<file path="config.mk">
export PLATFORM = sky130hd
export DESIGN_NAME = if_id_queue
export DESIGN_NICKNAME = d
export VERILOG_FILES = /design/src/rtl/if_id_queue.sv
export SDC_FILE = /design/constraint.sdc
export NUM_CORES = 1
export LEC_CHECK = 0
export BUFFER_PORTS_ARGS = -buffer_cell sky130_fd_sc_hd__buf_4
export CAP_MARGIN = 20
export CORE_MARGIN = 3
export CORE_UTILIZATION = 40
export DETAILED_ROUTE_END_ITERATION = 12
export PLACE_DENSITY = 0.61
export SETUP_SLACK_MARGIN = 0.5
export SLEW_MARGIN = 5
export SYNTH_ARGS = -nofsm -noshare
export SYNTH_HDL_FRONTEND = slang
export SYNTH_SLANG_ARGS = --single-unit
</file>
<file path="constraint.sdc">
create_clock -name clk -period 4.55 [get_ports clk]
set_clock_uncertainty 0.05 [all_clocks]
set_input_delay 0 -clock clk [delete_from_list [all_inputs] [get_ports clk]]
set_output_delay 0 -clock clk [all_outputs]
set_load 0.01 [all_outputs]
</file>
<file path="src/rtl/if_id_queue.sv">
// Fetch-to-decode instruction queue: small FIFO of {pc, instr} pairs with
// backpressure to fetch, redirect flush, and a saturating flush statistic.
module if_id_queue #(
   parameter int DEPTH = 4,
   parameter int AW    = 2,
   parameter int CNTW  = 16
) (
   input  logic            clk,
   input  logic            rst,
   input  logic            f_valid,
   input  logic [31:0]     f_pc,
   input  logic [31:0]     f_instr,
   output logic            f_ready,
   output logic            d_valid,
   output logic [31:0]     d_pc,
   output logic [31:0]     d_pc_plus1,
   output logic [31:0]     d_instr,
   input  logic            d_ready,
   input  logic            flush,
   output logic [AW:0]     count,
   output logic [CNTW-1:0] flush_cnt
);

   localparam logic [AW:0] FULL_CNT = (AW+1)'(DEPTH);

   logic [63:0]     mem [DEPTH];
   logic [AW-1:0]   wr_ptr;
   logic [AW-1:0]   rd_ptr;
   logic [AW:0]     count_r;
   logic [CNTW-1:0] flush_cnt_r;
   logic            empty;
   logic            full;
   logic            push;
   logic            pop;

   function automatic logic [CNTW-1:0] sat_inc(input logic [CNTW-1:0] v);
      return (&v) ? v : v + 1'b1;
   endfunction

   assign empty   = (count_r == '0);
   assign full    = (count_r == FULL_CNT);
   assign f_ready = ~full & ~flush;
   assign d_valid = ~empty & ~flush;
   assign push    = f_valid & f_ready;
   assign pop     = d_valid & d_ready;

   // Control state; flush wins over any handshake and drops the whole queue.
   always_ff @(posedge clk or posedge rst) begin
      if (rst) begin
         wr_ptr      <= '0;
         rd_ptr      <= '0;
         count_r     <= '0;
         flush_cnt_r <= '0;
      end else if (flush) begin
         count_r <= '0;
         rd_ptr  <= wr_ptr;
         if (!empty) flush_cnt_r <= sat_inc(flush_cnt_r);
      end else begin
         if (push) wr_ptr <= wr_ptr + 1'b1;
         if (pop)  rd_ptr <= rd_ptr + 1'b1;
         if (push && !pop)      count_r <= count_r + 1'b1;
         else if (pop && !push) count_r <= count_r - 1'b1;
      end
   end

   // Storage is not reset; empty-queue outputs are forced below instead.
   always_ff @(posedge clk) begin
      if (push) mem[wr_ptr] <= {f_pc, f_instr};
   end

   always_comb begin
      d_pc    = '0;
      d_instr = '0;
      if (!empty) begin
         d_pc    = mem[rd_ptr][63:32];
         d_instr = mem[rd_ptr][31:0];
      end
   end

   assign d_pc_plus1 = d_pc + 32'd1;
   assign count      = count_r;
   assign flush_cnt  = flush_cnt_r;

endmodule
</file>
==> results of run 1 <==
## critical path: stages (launching register included)
cell and delay (ps):
dfrtp_4 820, mux4_1 300, nand2_2 110, inv_1 110, ha_1 200, nand2_1 80
o22ai_2 220, o2111a_4 290, nand4_4 150, nor4b_1 430, xor2_1 260, buf_4 160
## layer usage
layer | global-route usage (%) | wire length (um) | vias to the layer above
met4 | 3.084 | 435 | 0
met1 | 22.65 | 11540 | 3385
li1 | - | - | 3152
met3 | 3.537 | 1883 | 38
met5 | 0 | 0 | -
met2 | 26.92 | 12590 | 215
## layout make-up
cell class | instances | area [um2] | area share (%)
Clock buffer | 35 | 790.8 | 5.127
Clock inverter | 21 | 182.7 | 1.184
Inverter | 11 | 41.29 | 0.2677
Multi-Input combinational cell | 352 | 3468 | 22.49
Sequential cell | 279 | 8270 | 53.62
Tap cell | 384 | 480.5 | 3.115
Timing Repair Buffer | 263 | 2190 | 14.20
## cells by family (layout without fill, tap and decap cells)
kind of cell	count (synthesis)	count (layout)	synth area share [%]
AO/OA/AOI/OAI	20	20	1.172
XOR/XNOR	50	50	3.663
adder cells (fa/ha/maj)	7	7	0.7953
buffers and inverters	41	330	2.061
flip-flops	279	279	69.11
multiplexers	72	72	13.59
AND/OR/NAND/NOR	203	203	9.607
## report_power, final
group	switching [mW]	internal (mW)	leakage [nW]	total, mW
clock	0.930	1.41	0.470	2.34
sequential	0.213	3.12	2.62	3.33
combinational	1.98	1.87	2.58	3.84
## registers in the layout (all words and copies together), names as in the netlist
name	cells
count	3
flush_cnt	16
mem	256
rd_ptr	2
wr_ptr	2
## synthesized netlist by cell type, types with 4 or more instances
master    instances
nand2_1          52
o21ai_0           7
a21oi_1           4
mux4_2           54
nor2_1           21
mux4_1           14
nand4_1           8
dfrtp_1          23
clkbuf_1         12
and4_1            4
and3_1           12
nand3_1          17
inv_1            11
xor2_1           26
buf_2             5
xnor2_1          24
buf_4             6
nor4_1            5
edfxtp_1        256
ha_1              6
and2_1           64
## cells in the final DEF, fill, tap and decap left out, drive strengths merged, types with 21 or more instances in the layout
| cell | n |
|---|---|
| nand2 | 53 |
| xnor2 | 24 |
| xor2 | 26 |
| buf | 193 |
| clkbuf | 35 |
| dlygate4sd3 | 70 |
| nor2 | 21 |
| edfxtp | 256 |
| and2 | 66 |
| mux4 | 68 |
| dfrtp | 23 |
## per-stage QoR
stage	instance area, um2	cells	total power, mW	hold slack [ps]	util (%)
2_1_floorplan	11960	672	5.598	-48.08	-
3_3_place_gp	13690	1217	7.211	151.8	47.08
3_5_place_dp	13690	1217	7.219	152.4	47.08
4_1_cts	15370	1343	9.639	126.7	52.83
5_1_grt	15420	1345	10.06	140.0	53.02
6_report	15420	1345	9.509	153.1	53.02
## repair_timing
action	in CTS	in global routing
setup buffers	0	0
hold endpoints to repair	295	0
hold buffers	70	0
## worst min path at each step
stage | endpoint | slack [ps] | startpoint | depth (start not counted)
2_1_floorplan | count[0]$_DFFE_PP0P_ | -50 | rst | 1
4_1_cts | mem[2][16]$_DFFE_PP_ | 130 | f_instr[16] | 2
6_report | mem[1][52]$_DFFE_PP_ | 150 | f_pc[20] | 2
3_3_place_gp | mem[2][16]$_DFFE_PP_ | 150 | f_instr[16] | 1
3_5_place_dp | mem[3][16]$_DFFE_PP_ | 150 | f_instr[16] | 1
5_1_grt | mem[3][21]$_DFFE_PP_ | 140 | f_instr[21] | 2
==> impl_metrics.toml, run 1 <==
[floorplan]
rows = 62
start_util_pct = 41.10
die_h_um = 178.9
core-area_um2 = 29090
die_w_um = 178.9
ios = 186
die-area_um2 = 32000

[detailed_routing]
via_per_inst = 5.048
num_vias = 6790
avgRoutedWirePerCell_um = 19.67
finalWirelength_um = 26450
first_pass_iters = 4
ant_nets = 0
initialDrtViolationCount = 512
route.detailed.drc = 0

[cts]
cts-root-buf = "clkbuf_16"
cts_tree = "built"
htreeDepth = 1
cts_sinks = 279
cts_max_path_buffers = 3
clk_pin_slew_ps = 60
clk_latency_ps = 540
cts_buffers = 30
cts_resized = 0

[setup_path]
r2r_setup_slack_ps = 1100
r2r_end = "count[2]$_DFFE_PP0P_"
crit_fanout = 40
reg2regPathDepth = 10
cp-end-kind = "output port"
cp_data_required_time_ps = 4500
crit_path_start = "rd_ptr[1]$_DFFE_PP0P_"
crit_end = "d_pc_plus1[28]"
r2r-start = "count[0]$_DFFE_PP0P_"
worstSetupPathType = "flop to output port"
start_kind = "flop"
critPathArrivalTime_ps = 3690

[cells_and_area]
fillers = 2395
syn_to_final_growth_pct = 29.00
nets = 1013
n_antenna_cell = 0
drive_gt1_share_pct = 32.26

[job]
drv_cap = 0

[logic_synthesis]
ys_seq_area_share_pct = 69.11
yosysTopAreaCellShare_pct = 64.29
synthFlopType = "edfxtp_1"
ys_ff_latch = 279
yosys.area.top_type = "edfxtp_1"
ys_types = 48
synth_warnings = 0
netlist_area_um2 = 11960
syn_avg_cell_area_um2 = 17.79
postSynthNetCount = 748
synth_edf_count = 256
synthArstFlopShare_pct = 8.244
synthCells = 672
ys_top_cells_by_area = "edfxtp_1, mux4_2, dfrtp_1"

[sta]
fmax_ghz = 0.2675
rsz0062_at_grt = "no"
hold_violations = 0
slew_violations = 0
relSlewSlack_pct = 29.37
setup_ws_ps = 811.8
finalSetupTns_ps = 0
worst_pin_slew_ps = 1060
setup_viol = 0
period_minus_slack_ps = 3738
timing.final.crit_share_pct = 82.16

[placed_design]
io_buffers = 185
post-place-ws_ps = 1350
gp_congestion = 0.7777
dp_hpwl_um = 16730

[grt]
grt_pass1_vias = 7125
antenna_found_initial = 0
grt_use_total_pct = 16.32
grt_pass1_wl_um = 40220
overflow = 0
grt_max_degree = 65

[power]
max-vdd-ir-drop_mv = 0.3685
powerDensity_nw_per_um2 = 616.5
p_leak_nw = 5.673

[run_status]
status = "finished, final reports clean"

[worst_hold_path]
min_path_type = "input port to flop"
Note: power is estimated with default switching activity, not from simulation.
==> run 2, diff against run 1 <==
clock period = 3.8 ns   (was 4.55 ns; I/O delays follow)
==> impl_metrics.toml, run 2 (same netlist as run 1, synthesis figures left out) <==
[sta]
relSlewSlack_pct = 36.97
hold_violations = 0
timing.final.crit_share_pct = 83.90
slew_violations = 0
period_minus_slack_ps = 3188
whs_ps = 151.9
setup_viol = 0
fmax_ghz = 0.3137
rsz0062_at_grt = "yes"
finalSetupTns_ps = 0
worst_pin_slew_ps = 944.4
setup_ws_ps = 612.0

[cts]
cts_tree = "built"
cts-root-buf = "clkbuf_16"
htreeDepth = 1
clk_latency_ps = 530
cts_max_path_buffers = 3
cts_sinks = 279
clk_pin_slew_ps = 60
cts_buffers = 30

[job]
drv_cap = 0

[detailed_routing]
route.detailed.drc = 0
ant_nets = 0
initialDrtViolationCount = 524
finalWirelength_um = 27910
num_vias = 7016
avgRoutedWirePerCell_um = 20.37
via_per_inst = 5.121
first_pass_iters = 4

[cells_and_area]
syn_to_final_growth_pct = 32.00
largest_reg_flops = 256
nets = 1035
fin_util_pct = 54.25
post-route-cell-area_um2 = 15780
stdcell_count = 1370
final_cell_mix = "edfxtp_1, buf_4, dlygate4sd3_1"
layout_commonest_cell = "edfxtp_1"
top_register = "mem"
drive_gt1_share_pct = 35.50

[setup_path]
cp_data_required_time_ps = 3750
start_kind = "flop"
cp-end-kind = "output port"
critPathTopFamily = "simple AND/OR/NAND/NOR gates"
cp_slowest_cell = "dfrtp_4"
r2r_setup_slack_ps = 950
critPathArrivalTime_ps = 3140
worstSetupPathType = "flop to output port"
worst-path-buf-inv = 1
crit_fanout = 6
worstPathCellList = "mux4_2 -> and2_4 -> ha_4 -> nand2_2 -> o22ai_2 -> o2111a_4 -> nand4_4 -> or4_4 -> a21oi_2 -> buf_4"
slowest_delay_ps = 540

[placed_design]
gp_congestion = 0.7896
dp.cells = 1226
io_buffers = 185
place_area_um2 = 13790
dp_hpwl_um = 18040
post-place-ws_ps = 686.3

[grt]
grt_pass1_vias = 7236
grt_pass1_wl_um = 41930
overflow = 0
grt_max_degree = 37
antenna_found_initial = 3
grt_use_total_pct = 17.05

[power]
p_leak_nw = 5.855
powerDensity_nw_per_um2 = 754.9
max-vdd-ir-drop_mv = 0.5395
finalPower_mw = 11.92

[run_status]
status = "finished, final reports clean"

[floorplan]
start_util_pct = 41.10
core-area_um2 = 29090
ios = 186
die_w_um = 178.9
die_h_um = 178.9
die-area_um2 = 32000
rows = 62

[worst_hold_path]
min_path_type = "input port to flop"
==> run 2: where the power goes <==
part	internal [mW]	switching, mW
registers	3.73	0.204
logic	2.44	2.56
clock network	1.84	1.13
==> run 2: layout make-up <==
class	instances	area, um2
tap	384	480.5
timing repair buffer	284	2399
multi-input combinational	353	3548
fill	2342	13310
inverter	11	43.79
clock buffer	36	804.5
clock inverter	20	227.7
sequential	279	8272
antenna	3	7.507
==> run 2: final timing paths <==
check | startpoint | endpoint | depth (start not counted)
hold / removal | f_instr[3] | mem[2][3]$_DFFE_PP_ | 2
setup / recovery | rd_ptr[0]$_DFFE_PP0P_ | d_pc_plus1[26] | 10
hold reg to reg | flush_cnt[11]$_DFFE_PP0P_ | flush_cnt[11]$_DFFE_PP0P_ | 1
min in group asynchronous | rst | flush_cnt[0]$_DFFE_PP0P_ | 3
max in group asynchronous | rst | rd_ptr[0]$_DFFE_PP0P_ | 3
setup reg to reg | count[2]$_DFFE_PP0P_ | count[1]$_DFFE_PP0P_ | 7
==> run 2: per-layer routing <==
metal	GRT usage [%]	part of all wire (%)	up-vias
li1	-	-	3199
met1	23.11	44	3544
met2	28.55	47	236
met3	3.833	7.1	37
met4	3.409	1.9	0
met5	0	0	-
==> run 2: worst register-to-register path: cells and delay by family, from the launching register on <==
| kind | cells | cell delay, ps |
|---|---|---|
| and+or+nand+nor | 3 | 850 |
| adders and majority gates | 1 | 410 |
| DFF | 1 | 500 |
| buffers and inverters | 2 | 780 |
| AOI/OAI and AO/OA | 1 | 200 |
==> run 2: what timing repair did <==
item                                    4_1_cts  5_1_grt
buffers inserted                              6        8
endpoints found under the setup margin       20       16
hold buffers                                 69        0
endpoints found under the hold margin       295        0
pin swaps                                     3        7
gates resized for setup                      15       17
cloned                                        0        2
